==> src/rtl/axi_mat_pkg.sv <==
// Shared constants and types for the AXI matrix-multiply accelerator.
package axi_mat_pkg;
  localparam logic [7:0] REG_START = 8'h00;
  localparam logic [7:0] REG_DONE  = 8'h04;
  localparam logic [7:0] REG_CFG_M = 8'h08;
  localparam logic [7:0] REG_CFG_K = 8'h0C;
  localparam logic [7:0] REG_CFG_N = 8'h10;

  localparam logic [1:0] RESP_OKAY   = 2'b00;
  localparam logic [1:0] RESP_SLVERR = 2'b10;

  localparam int DEF_DIM = 2;

  typedef enum logic [2:0] {
    ST_IDLE,
    ST_LOAD,
    ST_COMPUTE,
    ST_OUTPUT,
    ST_DONE
  } state_e;
endpackage

==> src/rtl/axi_mat_compute.sv <==
// Control FSM, operand/result buffers, single MAC and the three streams.
module axi_mat_compute
  import axi_mat_pkg::*;
#(
  parameter int DATA_W  = 32,
  parameter int MAX_DIM = 4,
  parameter int DIM_W   = $clog2(MAX_DIM + 1)
) (
  input  logic              clk,
  input  logic              rst,
  input  logic              start,
  input  logic [DIM_W-1:0]  cfg_m,
  input  logic [DIM_W-1:0]  cfg_k,
  input  logic [DIM_W-1:0]  cfg_n,
  input  logic              s_axis_a_tvalid,
  output logic              s_axis_a_tready,
  input  logic [DATA_W-1:0] s_axis_a_tdata,
  input  logic              s_axis_b_tvalid,
  output logic              s_axis_b_tready,
  input  logic [DATA_W-1:0] s_axis_b_tdata,
  output logic              m_axis_c_tvalid,
  input  logic              m_axis_c_tready,
  output logic              m_axis_c_tlast,
  output logic [DATA_W-1:0] m_axis_c_tdata,
  output logic              done
);
  localparam int NBUF  = MAX_DIM * MAX_DIM;
  localparam int IDX_W = $clog2(NBUF + 1);
  localparam int BI_W  = (NBUF > 1) ? $clog2(NBUF) : 1;

  state_e            state_q, state_d;
  logic [DIM_W-1:0]  m_q, m_d, k_q, k_d, n_q, n_d;
  logic [DIM_W-1:0]  i_q, i_d, j_q, j_d, kk_q, kk_d;
  logic [IDX_W-1:0]  a_cnt_q, a_cnt_d, b_cnt_q, b_cnt_d, out_cnt_q, out_cnt_d;
  logic [DATA_W-1:0] a_buf_q [NBUF], a_buf_d [NBUF];
  logic [DATA_W-1:0] b_buf_q [NBUF], b_buf_d [NBUF];
  logic [DATA_W-1:0] c_buf_q [NBUF], c_buf_d [NBUF];

  logic [IDX_W-1:0]  mk, kn, mn;
  logic [BI_W-1:0]   a_idx, b_idx, c_idx;
  logic [DATA_W-1:0] prod;

  assign mk    = IDX_W'(m_q) * IDX_W'(k_q);
  assign kn    = IDX_W'(k_q) * IDX_W'(n_q);
  assign mn    = IDX_W'(m_q) * IDX_W'(n_q);
  assign a_idx = BI_W'(IDX_W'(i_q) * IDX_W'(k_q) + IDX_W'(kk_q));
  assign b_idx = BI_W'(IDX_W'(kk_q) * IDX_W'(n_q) + IDX_W'(j_q));
  assign c_idx = BI_W'(IDX_W'(i_q) * IDX_W'(n_q) + IDX_W'(j_q));
  assign prod  = a_buf_q[a_idx] * b_buf_q[b_idx];
  assign done  = (state_q == ST_DONE);

  always_comb begin
    state_d   = state_q;
    m_d       = m_q;
    k_d       = k_q;
    n_d       = n_q;
    i_d       = i_q;
    j_d       = j_q;
    kk_d      = kk_q;
    a_cnt_d   = a_cnt_q;
    b_cnt_d   = b_cnt_q;
    out_cnt_d = out_cnt_q;
    a_buf_d   = a_buf_q;
    b_buf_d   = b_buf_q;
    c_buf_d   = c_buf_q;
    s_axis_a_tready = 1'b0;
    s_axis_b_tready = 1'b0;
    m_axis_c_tvalid = 1'b0;
    m_axis_c_tlast  = 1'b0;
    m_axis_c_tdata  = c_buf_q[BI_W'(out_cnt_q)];
    case (state_q)
      ST_IDLE, ST_DONE: begin
        if (start) begin
          m_d       = cfg_m;
          k_d       = cfg_k;
          n_d       = cfg_n;
          a_cnt_d   = '0;
          b_cnt_d   = '0;
          out_cnt_d = '0;
          i_d       = '0;
          j_d       = '0;
          kk_d      = '0;
          state_d   = ST_LOAD;
        end
      end
      ST_LOAD: begin
        s_axis_a_tready = (a_cnt_q < mk);
        s_axis_b_tready = (b_cnt_q < kn);
        if (s_axis_a_tvalid && s_axis_a_tready) begin
          a_buf_d[BI_W'(a_cnt_q)] = s_axis_a_tdata;
          a_cnt_d = a_cnt_q + IDX_W'(1);
        end
        if (s_axis_b_tvalid && s_axis_b_tready) begin
          b_buf_d[BI_W'(b_cnt_q)] = s_axis_b_tdata;
          b_cnt_d = b_cnt_q + IDX_W'(1);
        end
        if (a_cnt_q == mk && b_cnt_q == kn) state_d = ST_COMPUTE;
      end
      ST_COMPUTE: begin
        // First k of each element overwrites, so C never needs clearing.
        c_buf_d[c_idx] = ((kk_q == '0) ? '0 : c_buf_q[c_idx]) + prod;
        if (kk_q == k_q - DIM_W'(1)) begin
          kk_d = '0;
          if (j_q == n_q - DIM_W'(1)) begin
            j_d = '0;
            if (i_q == m_q - DIM_W'(1)) begin
              i_d     = '0;
              state_d = ST_OUTPUT;
            end else begin
              i_d = i_q + DIM_W'(1);
            end
          end else begin
            j_d = j_q + DIM_W'(1);
          end
        end else begin
          kk_d = kk_q + DIM_W'(1);
        end
      end
      ST_OUTPUT: begin
        m_axis_c_tvalid = 1'b1;
        m_axis_c_tlast  = (out_cnt_q == mn - IDX_W'(1));
        if (m_axis_c_tready) begin
          if (m_axis_c_tlast) state_d = ST_DONE;
          else                out_cnt_d = out_cnt_q + IDX_W'(1);
        end
      end
      default: state_d = ST_IDLE;
    endcase
  end

  always_ff @(posedge clk or posedge rst) begin
    if (rst) begin
      state_q   <= ST_IDLE;
      m_q       <= DIM_W'(DEF_DIM);
      k_q       <= DIM_W'(DEF_DIM);
      n_q       <= DIM_W'(DEF_DIM);
      i_q       <= '0;
      j_q       <= '0;
      kk_q      <= '0;
      a_cnt_q   <= '0;
      b_cnt_q   <= '0;
      out_cnt_q <= '0;
    end else begin
      state_q   <= state_d;
      m_q       <= m_d;
      k_q       <= k_d;
      n_q       <= n_d;
      i_q       <= i_d;
      j_q       <= j_d;
      kk_q      <= kk_d;
      a_cnt_q   <= a_cnt_d;
      b_cnt_q   <= b_cnt_d;
      out_cnt_q <= out_cnt_d;
    end
  end

  // Buffer contents carry no meaning across reset.
  always_ff @(posedge clk) begin
    a_buf_q <= a_buf_d;
    b_buf_q <= b_buf_d;
    c_buf_q <= c_buf_d;
  end
endmodule

==> src/rtl/axi_mat_accel.sv <==
// AXI-Lite register file in front of the streaming matrix-multiply engine.
module axi_mat_accel
  import axi_mat_pkg::*;
#(
  parameter int DATA_W  = 32,
  parameter int ADDR_W  = 32,
  parameter int MAX_DIM = 4
) (
  input  logic              clk,
  input  logic              rst,
  input  logic              s_axi_awvalid,
  output logic              s_axi_awready,
  input  logic [ADDR_W-1:0] s_axi_awaddr,
  input  logic              s_axi_wvalid,
  output logic              s_axi_wready,
  input  logic [DATA_W-1:0] s_axi_wdata,
  output logic              s_axi_bvalid,
  input  logic              s_axi_bready,
  output logic [1:0]        s_axi_bresp,
  input  logic              s_axi_arvalid,
  output logic              s_axi_arready,
  input  logic [ADDR_W-1:0] s_axi_araddr,
  output logic              s_axi_rvalid,
  input  logic              s_axi_rready,
  output logic [DATA_W-1:0] s_axi_rdata,
  output logic [1:0]        s_axi_rresp,
  input  logic              s_axis_a_tvalid,
  output logic              s_axis_a_tready,
  input  logic              s_axis_a_tlast,
  input  logic [DATA_W-1:0] s_axis_a_tdata,
  input  logic              s_axis_b_tvalid,
  output logic              s_axis_b_tready,
  input  logic              s_axis_b_tlast,
  input  logic [DATA_W-1:0] s_axis_b_tdata,
  output logic              m_axis_c_tvalid,
  input  logic              m_axis_c_tready,
  output logic              m_axis_c_tlast,
  output logic [DATA_W-1:0] m_axis_c_tdata,
  output logic              done
);
  localparam int DIM_W = $clog2(MAX_DIM + 1);

  logic              bvalid_q, bvalid_d, rvalid_q, rvalid_d;
  logic [1:0]        bresp_q, bresp_d, rresp_q, rresp_d;
  logic [DATA_W-1:0] rdata_q, rdata_d;
  logic [DIM_W-1:0]  cfg_m_q, cfg_m_d, cfg_k_q, cfg_k_d, cfg_n_q, cfg_n_d;
  logic              wr_en, rd_en, start, cfg_ok;
  logic              unused_tlast;

  // Beat counts are authoritative; the slave tlast inputs carry no information.
  assign unused_tlast  = s_axis_a_tlast ^ s_axis_b_tlast;
  assign s_axi_awready = !bvalid_q;
  assign s_axi_wready  = !bvalid_q;
  assign s_axi_arready = !rvalid_q;
  assign s_axi_bvalid  = bvalid_q;
  assign s_axi_bresp   = bresp_q;
  assign s_axi_rvalid  = rvalid_q;
  assign s_axi_rresp   = rresp_q;
  assign s_axi_rdata   = rdata_q;
  assign wr_en = s_axi_awvalid && s_axi_wvalid && !bvalid_q;
  assign rd_en = s_axi_arvalid && !rvalid_q;
  assign cfg_ok = (s_axi_wdata != '0) && (s_axi_wdata <= DATA_W'(MAX_DIM));

  always_comb begin
    bvalid_d = bvalid_q;
    bresp_d  = bresp_q;
    cfg_m_d  = cfg_m_q;
    cfg_k_d  = cfg_k_q;
    cfg_n_d  = cfg_n_q;
    start    = 1'b0;
    if (bvalid_q && s_axi_bready) bvalid_d = 1'b0;
    if (wr_en) begin
      bvalid_d = 1'b1;
      bresp_d  = RESP_OKAY;
      case (s_axi_awaddr)
        ADDR_W'(REG_START): start = s_axi_wdata[0];
        ADDR_W'(REG_CFG_M): if (cfg_ok) cfg_m_d = s_axi_wdata[DIM_W-1:0]; else bresp_d = RESP_SLVERR;
        ADDR_W'(REG_CFG_K): if (cfg_ok) cfg_k_d = s_axi_wdata[DIM_W-1:0]; else bresp_d = RESP_SLVERR;
        ADDR_W'(REG_CFG_N): if (cfg_ok) cfg_n_d = s_axi_wdata[DIM_W-1:0]; else bresp_d = RESP_SLVERR;
        default:            bresp_d = RESP_SLVERR;
      endcase
    end
  end

  always_comb begin
    rvalid_d = rvalid_q;
    rresp_d  = rresp_q;
    rdata_d  = rdata_q;
    if (rvalid_q && s_axi_rready) rvalid_d = 1'b0;
    if (rd_en) begin
      rvalid_d = 1'b1;
      rresp_d  = RESP_OKAY;
      rdata_d  = '0;
      case (s_axi_araddr)
        ADDR_W'(REG_START): rdata_d = '0;
        ADDR_W'(REG_DONE):  rdata_d = DATA_W'(done);
        ADDR_W'(REG_CFG_M): rdata_d = DATA_W'(cfg_m_q);
        ADDR_W'(REG_CFG_K): rdata_d = DATA_W'(cfg_k_q);
        ADDR_W'(REG_CFG_N): rdata_d = DATA_W'(cfg_n_q);
        default:            rresp_d = RESP_SLVERR;
      endcase
    end
  end

  always_ff @(posedge clk or posedge rst) begin
    if (rst) begin
      bvalid_q <= 1'b0;
      bresp_q  <= RESP_OKAY;
      rvalid_q <= 1'b0;
      rresp_q  <= RESP_OKAY;
      rdata_q  <= '0;
      cfg_m_q  <= DIM_W'(DEF_DIM);
      cfg_k_q  <= DIM_W'(DEF_DIM);
      cfg_n_q  <= DIM_W'(DEF_DIM);
    end else begin
      bvalid_q <= bvalid_d;
      bresp_q  <= bresp_d;
      rvalid_q <= rvalid_d;
      rresp_q  <= rresp_d;
      rdata_q  <= rdata_d;
      cfg_m_q  <= cfg_m_d;
      cfg_k_q  <= cfg_k_d;
      cfg_n_q  <= cfg_n_d;
    end
  end

  axi_mat_compute #(.DATA_W(DATA_W), .MAX_DIM(MAX_DIM), .DIM_W(DIM_W)) u_compute (
    .clk             (clk),
    .rst             (rst),
    .start           (start),
    .cfg_m           (cfg_m_q),
    .cfg_k           (cfg_k_q),
    .cfg_n           (cfg_n_q),
    .s_axis_a_tvalid (s_axis_a_tvalid),
    .s_axis_a_tready (s_axis_a_tready),
    .s_axis_a_tdata  (s_axis_a_tdata),
    .s_axis_b_tvalid (s_axis_b_tvalid),
    .s_axis_b_tready (s_axis_b_tready),
    .s_axis_b_tdata  (s_axis_b_tdata),
    .m_axis_c_tvalid (m_axis_c_tvalid),
    .m_axis_c_tready (m_axis_c_tready),
    .m_axis_c_tlast  (m_axis_c_tlast),
    .m_axis_c_tdata  (m_axis_c_tdata),
    .done            (done)
  );
endmodule

==> config.mk <==
export PLATFORM = sky130hd
export DESIGN_NAME = axi_mat_accel
export DESIGN_NICKNAME = d
export VERILOG_FILES = /design/src/rtl/axi_mat_pkg.sv /design/src/rtl/axi_mat_compute.sv /design/src/rtl/axi_mat_accel.sv
export SDC_FILE = /design/constraint.sdc
export NUM_CORES = 2
export LEC_CHECK = 0
export ABC_AREA = 1
export CORE_UTILIZATION = 65
export DETAILED_ROUTE_END_ITERATION = 8
export DONT_BUFFER_PORTS = 1
export HOLD_SLACK_MARGIN = 0.03
export PLACE_DENSITY = 0.83
export SETUP_SLACK_MARGIN = 0.15
export SYNTH_ARGS = -nofsm -noshare
export SYNTH_HDL_FRONTEND = slang
export SYNTH_SLANG_ARGS = --single-unit
==> constraint.sdc <==
create_clock -name clk -period 13.1 [get_ports clk]
set_input_delay 1.965 -clock clk [delete_from_list [all_inputs] [get_ports clk]]
set_output_delay 1.965 -clock clk [all_outputs]
set_load 0.05 [all_outputs]
== Word-level counts from Yosys, hierarchy flattened ==
Cells that the tools add are included.
W data, S select, Z words.

* Memories: 0
* Register bits after elaboration: 1,619
* Memory bits (read-only): 0
* Latch bits: 0
* Input port bits: 172
* Bits in writable memories: 0

* Add/sub/neg operators: 14
* Reductions and logical operators: 40
* Muxes and demuxes: 62
* $lt $le $gt $ge: 12
* Multiply operators: 7
* Divide/modulo/power cells: 0
* Shifts and indexed selects: 0
* Bitwise operators: 6
* Equal/unequal tests: 27

{| class="wikitable"
|+ Operators with widths
! kind !! number
|-
| $bwmux W512 || 3
|-
| $bmux W32 S4 || 4
|-
| $demux W32 S4 || 3
|-
| $mux W32 || 12
|-
| $eq A32 B4 Y1 const B || 4
|-
| $eq A32 B5 Y1 const B || 2
|-
| $logic_not A32 Y1 || 2
|-
| $mux W3 || 14
|-
| $add A32 B32 Y32 || 1
|-
| $eq A32 B3 Y1 const B || 1
|-
| $le A32 B3 Y1 const B || 1
|-
| $mul A32 B32 Y32 || 1
|-
| $reduce_bool A32 Y1 || 1
|-
| $ge A5 B5 Y1 const B || 6
|-
| $not A4 Y5 || 6
|-
| $pmux W5 S2 || 3
|-
| $mux W5 || 5
|-
| $pmux W3 S4 || 2
|-
| $pmux W3 S2 || 3
|-
| $reduce_and A3 Y1 || 6
|-
| $add A5 B1 Y5 const B || 3
|-
| $eq A5 B5 Y1 || 3
|-
| $lt A5 B1 Y1 const B || 3
|-
| $mul A3 B3 Y5 || 3
|-
| other kinds (25) || 76
|}

== Depth between registers and ports, before layout ==
* Word-level depth: 9
* Mapped depth: 52
* Gate-level depth less buffers: 49

== Cells and area by module ==
A second synthesis with hierarchy kept.

* Cell total of the unflattened synthesis: 8,263
* Area, all modules: 85,876.1 um^2

{| class="wikitable"
|+ Modules (own cells, without submodules)
! module !! times used !! sequential area each (um^2) !! area each (um^2) !! cells each
|-
| axi_mat_compute || 1 || 47,028.9 || 84,227.0 || 7,984
|-
| axi_mat_accel || 1 || 404.1 || 1,649.1 || 279
|}

== Least setup slack after synthesis ==
No wires, ideal clock.

* Path kind: register -> register
* Start: register u_compute.n_q[0]
* End: register u_compute.c_buf_q[126] in the netlist's numbering, data pin
* Arrival time: 10.073 ns
* Stages on the path, launching flop included: 46
* Path buffers: 6
* Path slack: 2.738 ns
* Setup time: 0.289 ns
* Clock period less this slack: 10.362 ns
* Data required time: 12.811 ns
* Path through: dfrtp_1 -> clkbuf_1 -> clkbuf_1 -> nand2_1 -> fa_1 -> inv_1 -> fa_1 -> inv_1 -> fa_1 -> buf_2 -> inv_1 -> buf_2 -> buf_2 -> nand3_1 -> nand2_1 -> nand3_1 -> nand2_1 -> clkinv_1 -> [10 not listed] -> fa_1 -> inv_1 -> fa_1 -> inv_1 -> fa_1 -> inv_1 -> ha_1 -> nand2_1 -> nor4_1 -> nand4_1 -> nand3_1 -> nand2_1 -> o211ai_1 -> nand3_1 -> nand2_1 -> nand3_1 -> nand2_1 -> xor2_1

* Word-level cells in the longest chain between the ends: 9

{| class="wikitable"
|+ Ends and longest elaborated chain
! what !! RTL line !! text
|-
| from (decl) || axi_mat_compute.sv:32 || <nowiki>logic [DIM_W-1:0] m_q, m_d, k_q, k_d, n_q, n_d;</nowiki>
|-
| from (signal assigned) || axi_mat_compute.sv:136 || <nowiki>n_q <= DIM_W'(DEF_DIM);</nowiki>
|-
| from (signal assigned) || axi_mat_compute.sv:147 || <nowiki>n_q <= n_d;</nowiki>
|-
| $mul A3 B3 Y4 (on tied branches) || axi_mat_compute.sv:47, axi_mat_compute.sv:48 ||
|-
| $add A4 B3 Y4 (on tied branches) || axi_mat_compute.sv:47, axi_mat_compute.sv:48 ||
|-
| $not A4 Y5 (on tied branches) || axi_mat_compute.sv:49, axi_mat_compute.sv:101 ||
|-
| $bmux W32 S4 (on tied branches) || axi_mat_compute.sv:49, axi_mat_compute.sv:101 ||
|-
| $mux W32 (on tied branches) (2 in a row) || axi_mat_compute.sv:49, axi_mat_compute.sv:101 ||
|-
| $mul A32 B32 Y32 / $mux W32 (equally long branches) || axi_mat_compute.sv:49, axi_mat_compute.sv:101 ||
|-
| $add A32 B32 Y32 || axi_mat_compute.sv:101 || <nowiki>c_buf_d[c_idx] = ((kk_q == '0) ? '0 : c_buf_q[c_idx]) + prod;</nowiki>
|-
| $bwmux W512 (*) || axi_mat_compute.sv:101 ||
|-
| to (signal assigned) || axi_mat_compute.sv:161 || <nowiki>c_buf_q <= c_buf_d;</nowiki>
|-
| to (decl) || axi_mat_compute.sv:37 || <nowiki>logic [DATA_W-1:0] c_buf_q [NBUF], c_buf_d [NBUF];</nowiki>
|}

Mark *: on every way between the ends. The rest lies on a longest branch, timed or not. The select of a mux whose other input is x is not followed.
A chain may end at the register's enable or synchronous reset.

== Worst setup path after layout ==
* Start: register u_compute.n_q[0]
* End: register u_compute.c_buf_q[380] in the netlist's numbering, data pin

Same word-level chain as after synthesis.

==> impl_metrics.json <==
{
  "status": "finished, final reports clean",
  "hold_class": "reg2reg",
  "holdBufCountCts": 0,
  "cpMostUsedCell": "fa_1",
  "grt_use_total_pct": 36.6,
  "synth_compound_area_share_pct": 6.52,
  "cp-start-kind": "flip-flop",
  "synth-edff-count": 1536,
  "timing.final.crit_share_pct": 92.7,
  "drt_wl_total_um": 243000,
  "postCtsSetupRepairBufs": 0,
  "drc": 0,
  "fmax_ghz": 0.0823,
  "place_congestion": 0.998,
  "required_ps": 13560,
  "postSynthCellCount": 8217,
  "cp_slowest_cell": "xor2_1",
  "cts_tree": "built",
  "synth_seq_cells": 1588,
  "ys_seq_area_share_pct": 55.5,
  "chipWidth_um": 365,
  "yosysWarnings": 0,
  "cts_num_sinks": 1588,
  "grt_antenna_before_repair": 4,
  "synth_top_family_by_area": "simple AND/OR/NAND/NOR gates",
  "max-vdd-ir-drop_uv": 160,
  "start_util_pct": 65.7,
  "ioPinCount": 250,
  "area_delta_synth_final_pct": 7.86,
  "nets": 8884,
  "antenna_left": 0,
  "fin_tns_setup_ps": 0,
  "rows": 132,
  "worstMarginPinSlew_ps": 1450,
  "power_density_mw_per_mm2": 110,
  "power.leakage_nw": 36.3,
  "die_h_um": 365,
  "skew_ps": 58.3,
  "slew_headroom_pct": 2.51,
  "min_period_ps": 12150,
  "cts_root_buffer": "clkbuf_16",
  "insertion_delay_ps": 840,
  "ys_types": 56,
  "avgSynthCellArea_um2": 10.4,
  "synthFlopType": "edfxtp_1",
  "r2r_slack_ps": 950,
  "via_count": 64100,
  "grt_max_degree": 215,
  "core_area_mm2": 0.130,
  "dieArea_mm2": 0.133,
  "grt_pass1_vias": 63400,
  "finalSetupViolCount": 0,
  "fin_total_pwr_mw": 10.1,
  "drv_slew": 0,
  "gr-total-overflow": 0,
  "post_drt_wl_per_cell_um": 24.4,
  "synth_xor_area_share_pct": 0.615,
  "layout-drive-gt1-share_pct": 6.01,
  "netlist_area_mm2": 0.0855,
  "firstDrtPassIters": 9,
  "port_buffers": 0,
  "clock_path_buffers": 3,
  "endpoint_kind": "flip-flop",
  "cts_made_buffers": 154,
  "rsz0062_at_grt": "false",
  "hpwl_um": 145000,
  "final-hold-violation-count": 0,
  "cts_resized": 0,
  "path_clk_slew_ps": 60,
  "synth.mux.area_fraction_pct": 0,
  "max_stage_delay_ps": 770,
  "grt_pass1_wl_um": 363000,
  "drtIter0Drc": 9957,
  "drv_cap": 0,
  "via_per_inst": 6.44,
  "synthArstFlopShare_pct": 3.27,
  "htreeDepth": 4,
  "synthSimpleGateAreaFrac_pct": 17.9,
  "synth_fa_ha_area_share_pct": 13.2,
  "critPathArrivalTime_ps": 12610,
  "worstSetupPathType": "reg2reg",
  "worst-path-max-fanout": 17
}
-- critical path: cells and delay by family (launching register included) --
kind,cells,cell delay [ps]
AO/OA/AOI/OAI,1,180
XOR/XNOR,1,770
adder cells (fa/ha/maj),12,5680
buffers and inverters,12,1480
flip-flops,1,680
AND/OR/NAND/NOR,15,2920
-- state kept, by name, indices dropped and copies added, names as in the netlist, 5 cells and up --
signal,count
u_compute.a_buf_q,512
u_compute.a_cnt_q,5
u_compute.b_buf_q,512
u_compute.b_cnt_q,5
u_compute.c_buf_q,512
u_compute.out_cnt_q,5
-- path summary, 6_finish.rpt --
| check | from | depth (start not counted) | endpoint |
|---|---|---|---|
| max | u_compute.n_q[0] | 41 | u_compute.c_buf_q[380] |
| min | cfg_m_q[1] | 2 | cfg_m_q[1] |
| max reg2reg | u_compute.n_q[0] | 41 | u_compute.c_buf_q[380] |
| min reg2reg | cfg_m_q[1] | 2 | cfg_m_q[1] |
| max in group asynchronous | rst | 1 | u_compute.out_cnt_q[1] |
| min in group asynchronous | rst | 1 | s_axi_bvalid |
-- final cells by class --
class,count,area [um2]
Timing Repair Buffer,154,1260
Sequential cell,1588,47400
Inverter,815,3090
Multi-Input combinational cell,5371,33200
Antenna cell,2,5.00
Tap cell,1742,2180
Clock inverter,85,915
Fill cell,8494,37800
Clock buffer,196,4070
-- cells by family after synthesis --
family | Yosys count
AO/OA/AOI/OAI | 951
AND/OR/NAND/NOR | 3701
buffers and inverters | 1288
adder cells (fa/ha/maj) | 628
XOR/XNOR | 60
other | 1
flip-flops | 1588
-- placed cells by master (no fill, tap or decap), types with 6 or more instances in the layout --
| master | instances |
|---|---|
| nand2_1 | 2049 |
| edfxtp_1 | 1536 |
| nand3_1 | 833 |
| inv_1 | 779 |
| nor2_1 | 636 |
| fa_1 | 451 |
| o21ai_0 | 429 |
| o22ai_1 | 287 |
| ha_1 | 171 |
| clkbuf_16 | 156 |
| buf_4 | 146 |
| a21oi_1 | 95 |
| o221ai_1 | 53 |
| clkinv_1 | 49 |
| nor2_4 | 47 |
| dfrtp_1 | 43 |
| nand4_1 | 38 |
| clkbuf_1 | 37 |
| xor2_1 | 31 |
| conb_1 | 31 |
| xnor2_1 | 28 |
| o211ai_1 | 28 |
| nor4_1 | 25 |
| clkinv_2 | 24 |
| nor3_1 | 21 |
| nand2_2 | 15 |
| o21ai_1 | 15 |
| inv_2 | 12 |
| clkinv_16 | 10 |
| a221oi_1 | 9 |
| nand3b_1 | 9 |
| bufinv_16 | 9 |
| buf_12 | 8 |
| and2_0 | 6 |
| inv_4 | 6 |
| o21ai_2 | 6 |
| dfstp_2 | 6 |
-- metrics by stage --
| step | hold slack (ps) | cells | setup slack [ps] | utilization, % | area [um2] |
|---|---|---|---|---|---|
| 2_1_floorplan | 453 | 8247 | 2740 | - | 85600 |
| 3_3_place_gp | 469 | 9670 | 1370 | 67.1 | 87200 |
| 3_5_place_dp | 487 | 9670 | 1130 | 67.1 | 87200 |
| 4_1_cts | 498 | 9951 | 1030 | 70.9 | 92200 |
| 5_1_grt | 515 | 9952 | 353 | 70.9 | 92200 |
| 6_report | 497 | 9953 | 951 | 70.9 | 92200 |
-- routing by layer --
metal | vias to the layer above | share of wire (%) | wire [um] | global-route usage (%)
met5 | - | 0.016 | 39 | 0
met4 | 6 | 6.8 | 16600 | 23.6
met2 | 4980 | 46 | 111000 | 57.0
li1 | 27400 | - | - | -
met1 | 30500 | 34 | 81600 | 45.4
met3 | 1159 | 14 | 33400 | 9.93
-- cell usage after synthesis, types with 28 or more instances --
master    count  share of area [%]
nand4_1      38               0.28
buf_2       115               0.67
nor2_1      688                3.0
buf_1        59               0.26
inv_1       786                3.5
clkbuf_1    208               0.91
edfxtp_1   1536                 54
xnor2_1      29               0.30
o22ai_1     287                2.1
o221ai_1     53               0.54
o211ai_1     28               0.25
xor2_1       31               0.32
o21ai_0     429                2.5
a21oi_1      95               0.56
nand3_1     833                4.9
nand2_1    2050                9.0
dfrtp_1      46                1.3
ha_1        175                2.6
buf_4        77               0.68
fa_1        453                 11
-- power breakdown --
part	total (mW)	switching [mW]	internal (mW)	leakage, nW
Combinational	0.185	0.151	0.0343	19.4
Clock	4.36	1.95	2.41	2.41
Sequential	5.56	0.0165	5.54	14.5
Total	10.1	2.12	7.99	36.3
Note: power is estimated with default switching activity, not from simulation.
